[src/rtl/ex_wb_stage.sv]
// EX/WB stage of the 4-stage 8-bit core: executes the ALU op on the ID/EX
// operands, holds the result, and drives the single-port register file,
// splitting a dual-destination instruction into two consecutive writes.
module ex_wb_stage #(
  parameter int unsigned DATA_W = 8,
  parameter int unsigned REG_W  = 3
) (
  input  logic              clk,
  input  logic              rst,
  input  logic              id_ex_regwrite,
  input  logic              id_ex_aluop,
  input  logic [DATA_W-1:0] id_ex_data1,
  input  logic [DATA_W-1:0] id_ex_data2,
  input  logic [DATA_W-1:0] id_ex_data3,
  input  logic [REG_W-1:0]  id_ex_reg,
  input  logic [REG_W-1:0]  id_ex_reg2,
  input  logic              flush,
  output logic              stall,
  output logic              wb_we,
  output logic [REG_W-1:0]  wb_addr,
  output logic [DATA_W-1:0] wb_data,
  output logic              flag_zero,
  output logic              flag_carry
);

  typedef enum logic [1:0] {StIdle, StWb1, StWb2} state_e;

  state_e              state_q, state_d;
  logic                dual_q, dual_d;
  logic [REG_W-1:0]    addr_q, addr_d;
  logic [DATA_W-1:0]   data_q, data_d;
  logic [REG_W-1:0]    reg2_q, reg2_d;
  logic [DATA_W-1:0]   data3_q, data3_d;
  logic                zero_q, zero_d;
  logic                carry_q, carry_d;
  logic [DATA_W:0]     alu_full;
  logic                capture;
  logic                valid_in;

  // ALU: the extra top bit is carry for add and borrow for sub.
  always_comb begin
    alu_full = '0;
    if (id_ex_aluop) begin
      alu_full = {1'b0, id_ex_data1} - {1'b0, id_ex_data2};
    end else begin
      alu_full = {1'b0, id_ex_data1} + {1'b0, id_ex_data2};
    end
  end

  // Outputs come from state registers only, so stall has no input path.
  always_comb begin
    stall      = (state_q == StWb1) && dual_q;
    wb_we      = (state_q != StIdle);
    wb_addr    = addr_q;
    wb_data    = data_q;
    flag_zero  = zero_q;
    flag_carry = carry_q;
  end

  // Next-state: capture a new instruction unless the second write is pending.
  always_comb begin
    capture  = !stall;
    valid_in = id_ex_regwrite && !flush;
    state_d  = state_q;
    dual_d   = dual_q;
    addr_d   = addr_q;
    data_d   = data_q;
    reg2_d   = reg2_q;
    data3_d  = data3_q;
    zero_d   = zero_q;
    carry_d  = carry_q;
    if (!capture) begin
      // Present the held second destination; nothing new is taken in.
      state_d = StWb2;
      dual_d  = 1'b0;
      addr_d  = reg2_q;
      data_d  = data3_q;
    end else if (valid_in) begin
      state_d = StWb1;
      dual_d  = (id_ex_reg2 != id_ex_reg);
      addr_d  = id_ex_reg;
      data_d  = alu_full[DATA_W-1:0];
      reg2_d  = id_ex_reg2;
      data3_d = id_ex_data3;
      zero_d  = (alu_full[DATA_W-1:0] == '0);
      carry_d = alu_full[DATA_W];
    end else begin
      // Bubble: address/data keep their last values, flags untouched.
      state_d = StIdle;
      dual_d  = 1'b0;
    end
  end

  // State registers with asynchronous active-high reset.
  always_ff @(posedge clk or posedge rst) begin
    if (rst) begin
      state_q <= StIdle;
      dual_q  <= 1'b0;
      addr_q  <= '0;
      data_q  <= '0;
      reg2_q  <= '0;
      data3_q <= '0;
      zero_q  <= 1'b0;
      carry_q <= 1'b0;
    end else begin
      state_q <= state_d;
      dual_q  <= dual_d;
      addr_q  <= addr_d;
      data_q  <= data_d;
      reg2_q  <= reg2_d;
      data3_q <= data3_d;
      zero_q  <= zero_d;
      carry_q <= carry_d;
    end
  end

endmodule

[config.mk]
export PLATFORM = sky130hd
export DESIGN_NAME = ex_wb_stage
export DESIGN_NICKNAME = d
export VERILOG_FILES = /design/src/rtl/ex_wb_stage.sv
export SDC_FILE = /design/constraint.sdc
export NUM_CORES = 1
export LEC_CHECK = 0
export CAP_MARGIN = 20
export CORE_AREA = 2 2 64 66
export CTS_BUF_LIST = sky130_fd_sc_hd__clkbuf_16
export DETAILED_ROUTE_END_ITERATION = 8
export DIE_AREA = 0 0 66 68
export GPL_TIMING_DRIVEN = 1
export PLACE_DENSITY = 0.77
export SETUP_SLACK_MARGIN = 0.3
export SLEW_MARGIN = 20
export SYNTH_ARGS = -nofsm -noshare
export SYNTH_HDL_FRONTEND = slang
export SYNTH_SLANG_ARGS = --single-unit
[constraint.sdc]
create_clock -name clk -period 2.1 [get_ports clk]
set_clock_uncertainty 0.2 [all_clocks]
set_input_delay 0.63 -clock clk [delete_from_list [all_inputs] [get_ports clk]]
set_output_delay 0.63 -clock clk [all_outputs]
set_load 0.02 [all_outputs]
# Word-level counts from Yosys, hierarchy flattened

Cells that the tools add are included.

Add/subtract/negate cells: 2
$mul: 0
Divide/modulo/power cells: 0
Magnitude comparators: 0
Eq/ne operators: 2
Shift-type cells: 0
Mux-type cells: 9
Bitwise operators: 1
Reductions and logical operators: 7

Operators with widths:

| kind               | count |
|---|---|
| $mux 8             | 2 |
| $add 8x8->9        | 1 |
| $mux 9             | 1 |
| $sub 8x8->9        | 1 |
| $logic_not 8->1    | 1 |
| $mux 3             | 2 |
| $reduce_bool 2->1  | 2 |
| $mux 1             | 3 |
| $ne 3x3->1         | 1 |
| $eq 2x1->1 const B | 1 |
| $logic_and 1x1->1  | 2 |
| $mux 2             | 1 |
| $reduce_and 2->1   | 1 |
| $logic_not 1->1    | 1 |
| $not 1->1          | 1 |

Register bits after elaboration: 27
Bits in latches: 0
Memory bits (writable): 0
Memory bits (read-only): 0
Input bits: 35
Output and inout bits: 15
Memories kept: 0

# Logic depth before layout (Yosys ltp)

Gate-level depths: netlist of the first run.

Depth after elaboration: 4
Gate-level depth with buffers: 10
Mapped depth without buffers: 10

# Worst setup path before layout of the first run

OpenSTA, ideal clock, no wires.

Kind: input port to flip-flop
From: in id_ex_data2[0]
To: reg zero_q (netlist: flag_zero)
Library setup time: 103 ps
Arrival: 2,634 ps
Path slack: -838 ps
Stages: 10
Cell sequence: inv_1 > ha_1 > a31oi_1 > xnor2_1 > ha_1 > nand4_1 > a21oi_1 > or4_4 > and2_4 > o41ai_2

Word-level cells in the longest chain between the ends: 3
Elaborated cells on any way between the ends: 4
Those cells by class: 2 x add/sub; 1 x mux; 1 x reduce/logical

Ends and longest elaborated chain:

| element                                           | RTL line | text |
|---|---|---|
| from (decl)                                       | 13       | `input logic [DATA_W-1:0] id_ex_data2,` |
| $add 8x8->9 / $sub 8x8->9 (equally long branches) | 46, 44   |  |
| $mux 9 (*)                                        | 43       | `if (id_ex_aluop) begin` |
| $logic_not 8->1 (*)                               | 85       | `zero_d = (alu_full[DATA_W-1:0] == '0);` |
| to (signal assigned)                              | 112      | `zero_q <= zero_d;` |
| to (decl)                                         | 34       | `logic zero_q, zero_d;` |

Every way passes the cells marked *; elsewhere a longest branch is shown, timed or not.
A chain may end at the register's enable or synchronous reset.

# Worst setup path in the final report of the first run

From: in id_ex_data2[2]
To: reg carry_q (netlist: flag_carry)

Word-level cells in the longest chain between the ends: 2
Elaborated cells on any way between the ends: 3
Those cells by class: 2 x add/sub; 1 x mux

Ends and longest elaborated chain:

| element                                           | RTL line | text |
|---|---|---|
| $add 8x8->9 / $sub 8x8->9 (equally long branches) | 46, 44   |  |
| $mux 9 (*)                                        | 43       |  |
| to (signal assigned)                              | 113      | `carry_q <= carry_d;` |
| to (decl)                                         | 35       | `logic carry_q, carry_d;` |

Marked as above.

==> results of run 1 <==
## power by group through the flow
| stage | registers (mW) | clock network [mW] | logic, mW |
|---|---|---|---|
| after floorplan | 0.720 | 0 | 0.348 |
| after global placement | 0.661 | 0 | 0.755 |
| after detailed placement | 0.666 | 0 | 0.775 |
| after CTS | 0.656 | 0.425 | 0.843 |
| after global routing | 0.673 | 0.448 | 1.08 |
| final | 0.666 | 0.426 | 1.03 |
## how the worst max path moves through the flow
stage | slack (ns) | cells past startpoint | to
final | -0.84 | 13 | flag_carry
after global routing | -0.93 | 13 | flag_carry
after CTS | -0.76 | 12 | flag_zero
after detailed placement | -1.36 | 12 | flag_zero
after global placement | -1.30 | 12 | flag_zero
after floorplan | -0.67 | 10 | flag_zero
## sequential cells by signal, indices dropped and copies added, names as in the netlist
signal      count
data3_q         8
dual_q          1
flag_carry      1
flag_zero       1
reg2_q          3
state_q         2
wb_addr         3
wb_data         8
## cell families after synthesis
group / Yosys count / synth area share, %
compound gates: 42 / 17.5
xor+xnor: 12 / 6.19
fa+ha+maj: 10 / 7.81
buf+inv: 16 / 3.61
flops: 27 / 39.8
mux: 12 / 7.96
simple gates: 61 / 17.2
## timing repair
item	CTS	global route
buffers inserted	11	8
pin swaps	33	23
hold buffers	0	0
resized for setup	82	48
setup endpoints to repair	36	35
gates cloned	1	0
## metal layers
metal  track usage [%]  share of wire, %
met5                 0                 0
met4              9.95               4.7
met3              5.10               5.4
met2              49.2                52
met1              29.9                38
## layout by cell type, fill, tap and decap left out, drive strengths merged, types with 2 or more instances in the layout
master / Yosys / layout
dfrtp: 27 / 27
o211a: 3 / 3
o2111ai: 2 / 2
clkbuf: 6 / 6
mux2: 12 / 12
o21a: 3 / 3
dlygate4sd2: 0 / 4
nand3b: 3 / 3
and3: 2 / 2
clkdlybuf4s50: 0 / 25
inv: 9 / 10
buf: 1 / 70
o31ai: 2 / 2
a21o: 2 / 2
a31oi: 9 / 9
o21ai: 5 / 5
o211ai: 3 / 3
nor2: 20 / 20
xnor2: 11 / 11
nor2b: 5 / 5
a21oi: 8 / 8
nand2: 19 / 19
nor3: 4 / 4
clkdlybuf4s15: 0 / 10
a211oi: 2 / 2
ha: 9 / 9
## area by class of cell
type | instances | share of cell area (%)
multi-input combinational | 137 | 39.6
timing repair buffer | 112 | 33.3
sequential | 27 | 21.2
tap | 50 | 1.96
inverter | 9 | 1.53
clock inverter | 1 | 0.118
clock buffer | 3 | 2.35
## cells in the mapped netlist (all sizes together)
library cell and count:
o31ai 2, fa 1, nand3b 3, o21ai 5, nand4 1, o211ai 3, a31oi 9, or3 1
nand2b 1, xor2 1, o211a 3, nor2b 5, or3b 1, or4 1, a211oi 2, o41ai 1
and2 1, inv 9, o2111ai 2, dfrtp 27, ha 9, buf 1, nand3 1, or2 1
a221oi 1, clkbuf 6, mux2 12, o31a 1, a21o 2, a21oi 8, nand2 19, and3 2
xnor2 11, nor2 20, o21a 3, nor3 4
## stage by stage
step                area [µm²]  setup slack [ns]  total power, mW  utilization (%)  TNS (ns)
floorplan                 1820            -0.672             1.07                -     -3.51
global placement          2670             -1.30             1.42             69.2    -11.30
finish                    3190            -0.842             2.12             82.8     -5.32
detailed placement        2670             -1.36             1.44             69.2    -12.00
CTS                       2940            -0.762             1.92             76.2     -5.00
global route              3190            -0.929             2.20             82.8     -5.98
## worst register-to-register path: cells and delay by family, from the launching register on
family                 cells  cell delay (ns)
and+or+nand+nor            2             0.31
DFF                        1             0.39
muxes                      1             0.34
buffers and inverters      3             0.44
==> results.ini, run 1 <==
[placed_design]
dp_cells=315
hpwl_um=3550
gp_congestion=0.782
io_buffers=49

[global_route]
grt_usage_pct=26.4
antenna_found_initial=0
grt_pass1_wl_um=8920
grt_max_degree=28
gr-total-overflow=0
grt_pass1_vias=1905

[timing]
min_period_ns=2.94
layout_setup_ws_ns=-0.842
worst_slew_pin_slew_ns=0.342
whs_ns=0.304
rsz0062_at_grt=yes
hold_violations=0
fin_crit_sh_pct=140
slew_headroom_pct=77.2
setup_violations=9
fmax_mhz=340
drv_slew=0

[worst_setup_path]
end_kind=flop
worstReg2RegEnd=reg2_q[2]
reg2regPathDepth=6
setup.worst_path.start=id_ex_data2[2]
max_stage_delay_ns=0.34
crit_required_ns=2.06
crit_chain=buf_8 > nor3_4 > and3_4 > nor2_4 > xnor2_2 > ha_1 > buf_6 > buf_6 > o211a_1 > o31a_1 > o211ai_1 > a211oi_1 > o31ai_1
worstSetupPathType=in2reg
path_buf_inv=3
reg2reg_slack_ns=0.31
slowest_stage=ha_1
path_delay_family=compound AO/OA/AOI/OAI gates
critPathMaxFanout=5
start_kind=primary input
rr_startpoint=state_q[1]
crit_top_cell=buf_6
arrival_ns=2.90

[hold_path]
hold_depth=2
min-delay-start=data3_q[0]
min_path_type=reg2reg
whs_endpoint=wb_data[0]

[die]
start_util_pct=44.0
num_rows=23
die_h_um=68
dieWidth_um=66
ios=50
die-area_mm2=0.00449
core_area_mm2=0.00386

[detailed_routing]
drc=0
vias=1921
wl_per_cell_um=19.0
wl_um=6430
drt-initial-drc-count=127
drt_first_pass_iters=4
via_per_inst=5.67
ant_nets=0

[clock_tree]
cts.sinks=27
cts_tree=built
htree_levels=1
root_buffer=clkbuf_16
max-clock-path-buffers=2
path_clk_slew_ns=0.06
clk_latency_ns=0.26
cts_buffers=3

[logic_synthesis]
yosysWarnings=0
synth_area_leaders=dfrtp_1, mux2_2, ha_1
avgSynthCellArea_um2=9.43
synth_top_cell_by_area=dfrtp_1
synth_area_mm2=0.00170
syn_inst=180
synth-seq-cells=27
ys_types=37
ys_seq_area_share_pct=39.8
syn_nets=225
synthDominantCellAreaShare_pct=39.8

[flow_run]
cap_violations=0

[power_and_ir_drop]
pwr_density_cell_mw_per_mm2=663
p_leak_nw=1.46
peakVddDrop_uv=694
swShare_pct=33.2
combPwrFrac_pct=48.4
pwr-share-clk_pct=20.1
p_seq_share_pct=31.5
internal-power_mw=1.41
switchingPower_mw=0.704

[layout]
fin_cells=339
nets=335
multi_input_area_mm2=0.00126
seq_area_um2=676
antenna_cells=0
synthToLayoutAreaGrowth_pct=88.1
drive_above_1_share_pct=45.7
nFillCells=204

[status]
status=finished with violations
violations=setup timing

No activity file was read; power rests on OpenSTA's default activity.
==> run 2, diff against run 1 <==
- TNS_END_PERCENT: not set -> 5
==> run 2 against run 1 <==
Compared with the run above:
- the flow still finishes with violations (setup timing)
- clock power increased by 3%
- maximum frequency is 8.7% higher
- final cell count is 5.9% lower
- count of clock-buffer cells in the layout unchanged
- highest routed layer unchanged
- die area unchanged
==> results.ini, run 2 (synthesized netlist as in run 1, its figures left out) <==
[power_and_ir_drop]
p_seq_share_pct=35.1  ; was 31.5%
switchingPower_mw=0.603  ; was 0.704 mW
pwr-share-clk_pct=23.3  ; was 20.1%
peakVddDrop_uv=630  ; was 694 µV
internal-power_mw=1.27  ; was 1.41 mW
swShare_pct=32.2  ; was 33.2%
pwr_density_cell_mw_per_mm2=682  ; was 663 mW/mm²
p_leak_nw=1.29  ; was 1.46 nW
combPwrFrac_pct=41.6  ; was 48.4%

[die]
dieWidth_um=66  ; unchanged
num_rows=23  ; unchanged
die-area_mm2=0.00449  ; unchanged
start_util_pct=44.0  ; unchanged
ios=50  ; unchanged
core_area_mm2=0.00386  ; unchanged
die_h_um=68  ; unchanged

[status]
status=finished with violations  ; unchanged
violations=setup timing  ; unchanged

[detailed_routing]
drt_first_pass_iters=4  ; unchanged
drt-initial-drc-count=101  ; was 127
vias=1692  ; was 1921
via_per_inst=5.30  ; was 5.67
wl_per_cell_um=14.9  ; was 19.0 µm
drc=0  ; unchanged
ant_nets=0  ; unchanged
wl_um=4750  ; was 6430 µm

[layout]
antenna_cells=0  ; unchanged
final_core_util_pct=71.3  ; was 82.8%
final_common_cell=buf_4  ; unchanged
drive_above_1_share_pct=39.4  ; was 45.7%
stdcell_area_mm2=0.00275  ; was 0.00319 mm²
final_cell_mix=buf_4, dfrtp_1, clkdlybuf4s50_1, nand2_1, nor2_1  ; was buf_4, dfrtp_1, clkdlybuf4s50_1, buf_6, nand2_1
nets=315  ; was 335
synthToLayoutAreaGrowth_pct=61.9  ; was 88.1%

[global_route]
grt_pass1_wl_um=7620  ; was 8920 µm
grt_usage_pct=22.5  ; was 26.4%
antenna_found_initial=0  ; unchanged
gr-total-overflow=0  ; unchanged
grt_pass1_vias=1664  ; was 1905
grt_max_degree=28  ; unchanged

[timing]
min_period_ns=2.71  ; was 2.94 ns
drv_slew=0  ; unchanged
slew_headroom_pct=77.6  ; was 77.2%
hold_violations=0  ; unchanged
fmax_mhz=369  ; was 340 MHz
setup_violations=9  ; unchanged
layout_setup_ws_ns=-0.607  ; was -0.842 ns
rsz0062_at_grt=yes  ; unchanged
worst_slew_pin_slew_ns=0.336  ; was 0.342 ns
fin_crit_sh_pct=129  ; was 140%

[worst_setup_path]
slowest_stage=or4_4  ; was ha_1
worstSetupPathType=in2reg  ; unchanged
reg2regPathDepth=5  ; was 6
critPathMaxFanout=7  ; was 5
start_kind=primary input  ; unchanged
max_stage_delay_ns=0.49  ; was 0.34 ns
crit_required_ns=2.07  ; was 2.06 ns
crit_chain=buf_4 > nor3_4 > and3_4 > nor2_2 > xnor2_2 > ha_4 > nand4_1 > a21oi_2 > or4_4 > and2_4 > o41ai_2  ; was buf_8 > nor3_4 > and3_4 > nor2_4 > xnor2_2 > ha_1 > buf_6 > buf_6 > o211a_1 > o31a_1 > o211ai_1 > a211oi_1 > o31ai_1
arrival_ns=2.68  ; was 2.90 ns
end_kind=flop  ; unchanged

[placed_design]
dpl_cell_area_mm2=0.00252  ; was 0.00267 mm²
hpwl_um=3430  ; was 3550 µm
gp_congestion=0.774  ; was 0.782
io_buffers=49  ; unchanged
dp_slack_ns=-1.38  ; was -1.36 ns

[clock_tree]
cts_tree=built  ; unchanged
root_buffer=clkbuf_16  ; unchanged
htree_levels=1  ; unchanged
path_clk_slew_ns=0.07  ; was 0.06 ns
max-clock-path-buffers=2  ; unchanged
clk_latency_ns=0.27  ; was 0.26 ns
cts_buffers=3  ; unchanged
cts.sinks=27  ; unchanged

[hold_path]
min_path_type=reg2reg  ; unchanged
hold_depth=2  ; unchanged

[flow_run]
cap_violations=0  ; unchanged

-- run 2: critical path: cells and delay by family --
kind	cells	cell delay, ns
simple gates	6	1.24
buf+inv	1	0.12
fa+ha+maj	1	0.26
xor+xnor	1	0.20
compound gates	2	0.23
-- run 2: repair_timing --
action                                  4_1_cts  5_1_grt
pin swaps                                    26        6
endpoints found under the setup margin       37       35
hold buffers                                  0        0
resized for setup                            87       18
cloned                                        0        0
buffers inserted                              8        0
-- run 2: power groups by stage --
| stage | combinational [mW] | clock, mW | sequential, mW |
|---|---|---|---|
| after floorplan | 0.325 | 0 | 0.720 |
| after global placement | 0.716 | 0 | 0.661 |
| after detailed placement | 0.732 | 0 | 0.665 |
| after CTS | 0.766 | 0.438 | 0.657 |
| after global routing | 0.845 | 0.466 | 0.668 |
| final | 0.780 | 0.437 | 0.659 |
-- run 2: layer usage --
layer | share of wire [%] | up-vias | GRT usage [%]
met4 | 2.1 | 0 | 6.63
met5 | 0 | - | 0
met2 | 49 | 46 | 38.8
li1 | - | 817 | -
met3 | 3.9 | 8 | 3.62
met1 | 45 | 821 | 29.5
-- run 2: metrics by stage --
step	setup TNS, ns	hold slack (ns)	std cells	total power [mW]
final	-4.01	0.283	319	1.88
after global placement	-11.25	0.257	307	1.38
after floorplan	-4.18	0.244	180	1.04
after detailed placement	-12.27	0.267	307	1.40
after global routing	-5.03	0.301	319	1.98
after CTS	-4.02	0.282	319	1.86
-- run 2: cell type report --
cell class,count,area (µm²)
Multi-Input combinational cell,137,1120
Fill cell,289,1110
Timing Repair Buffer,92,773
Sequential cell,27,676
Clock buffer,3,75.1
Tap cell,50,62.6
Inverter,9,33.8
Clock inverter,1,5.00
-- run 2: worst paths after layout --
check                                from         end  slack (ns)
setup / recovery           id_ex_data2[4]   flag_zero       -0.61
hold / removal                 data3_q[2]  wb_data[2]        0.28
setup reg to reg               state_q[1]  data3_q[0]        0.30
hold reg to reg                data3_q[2]  wb_data[2]        0.28
max in group asynchronous             rst  data3_q[3]        0.93
min in group asynchronous             rst  flag_carry        0.52
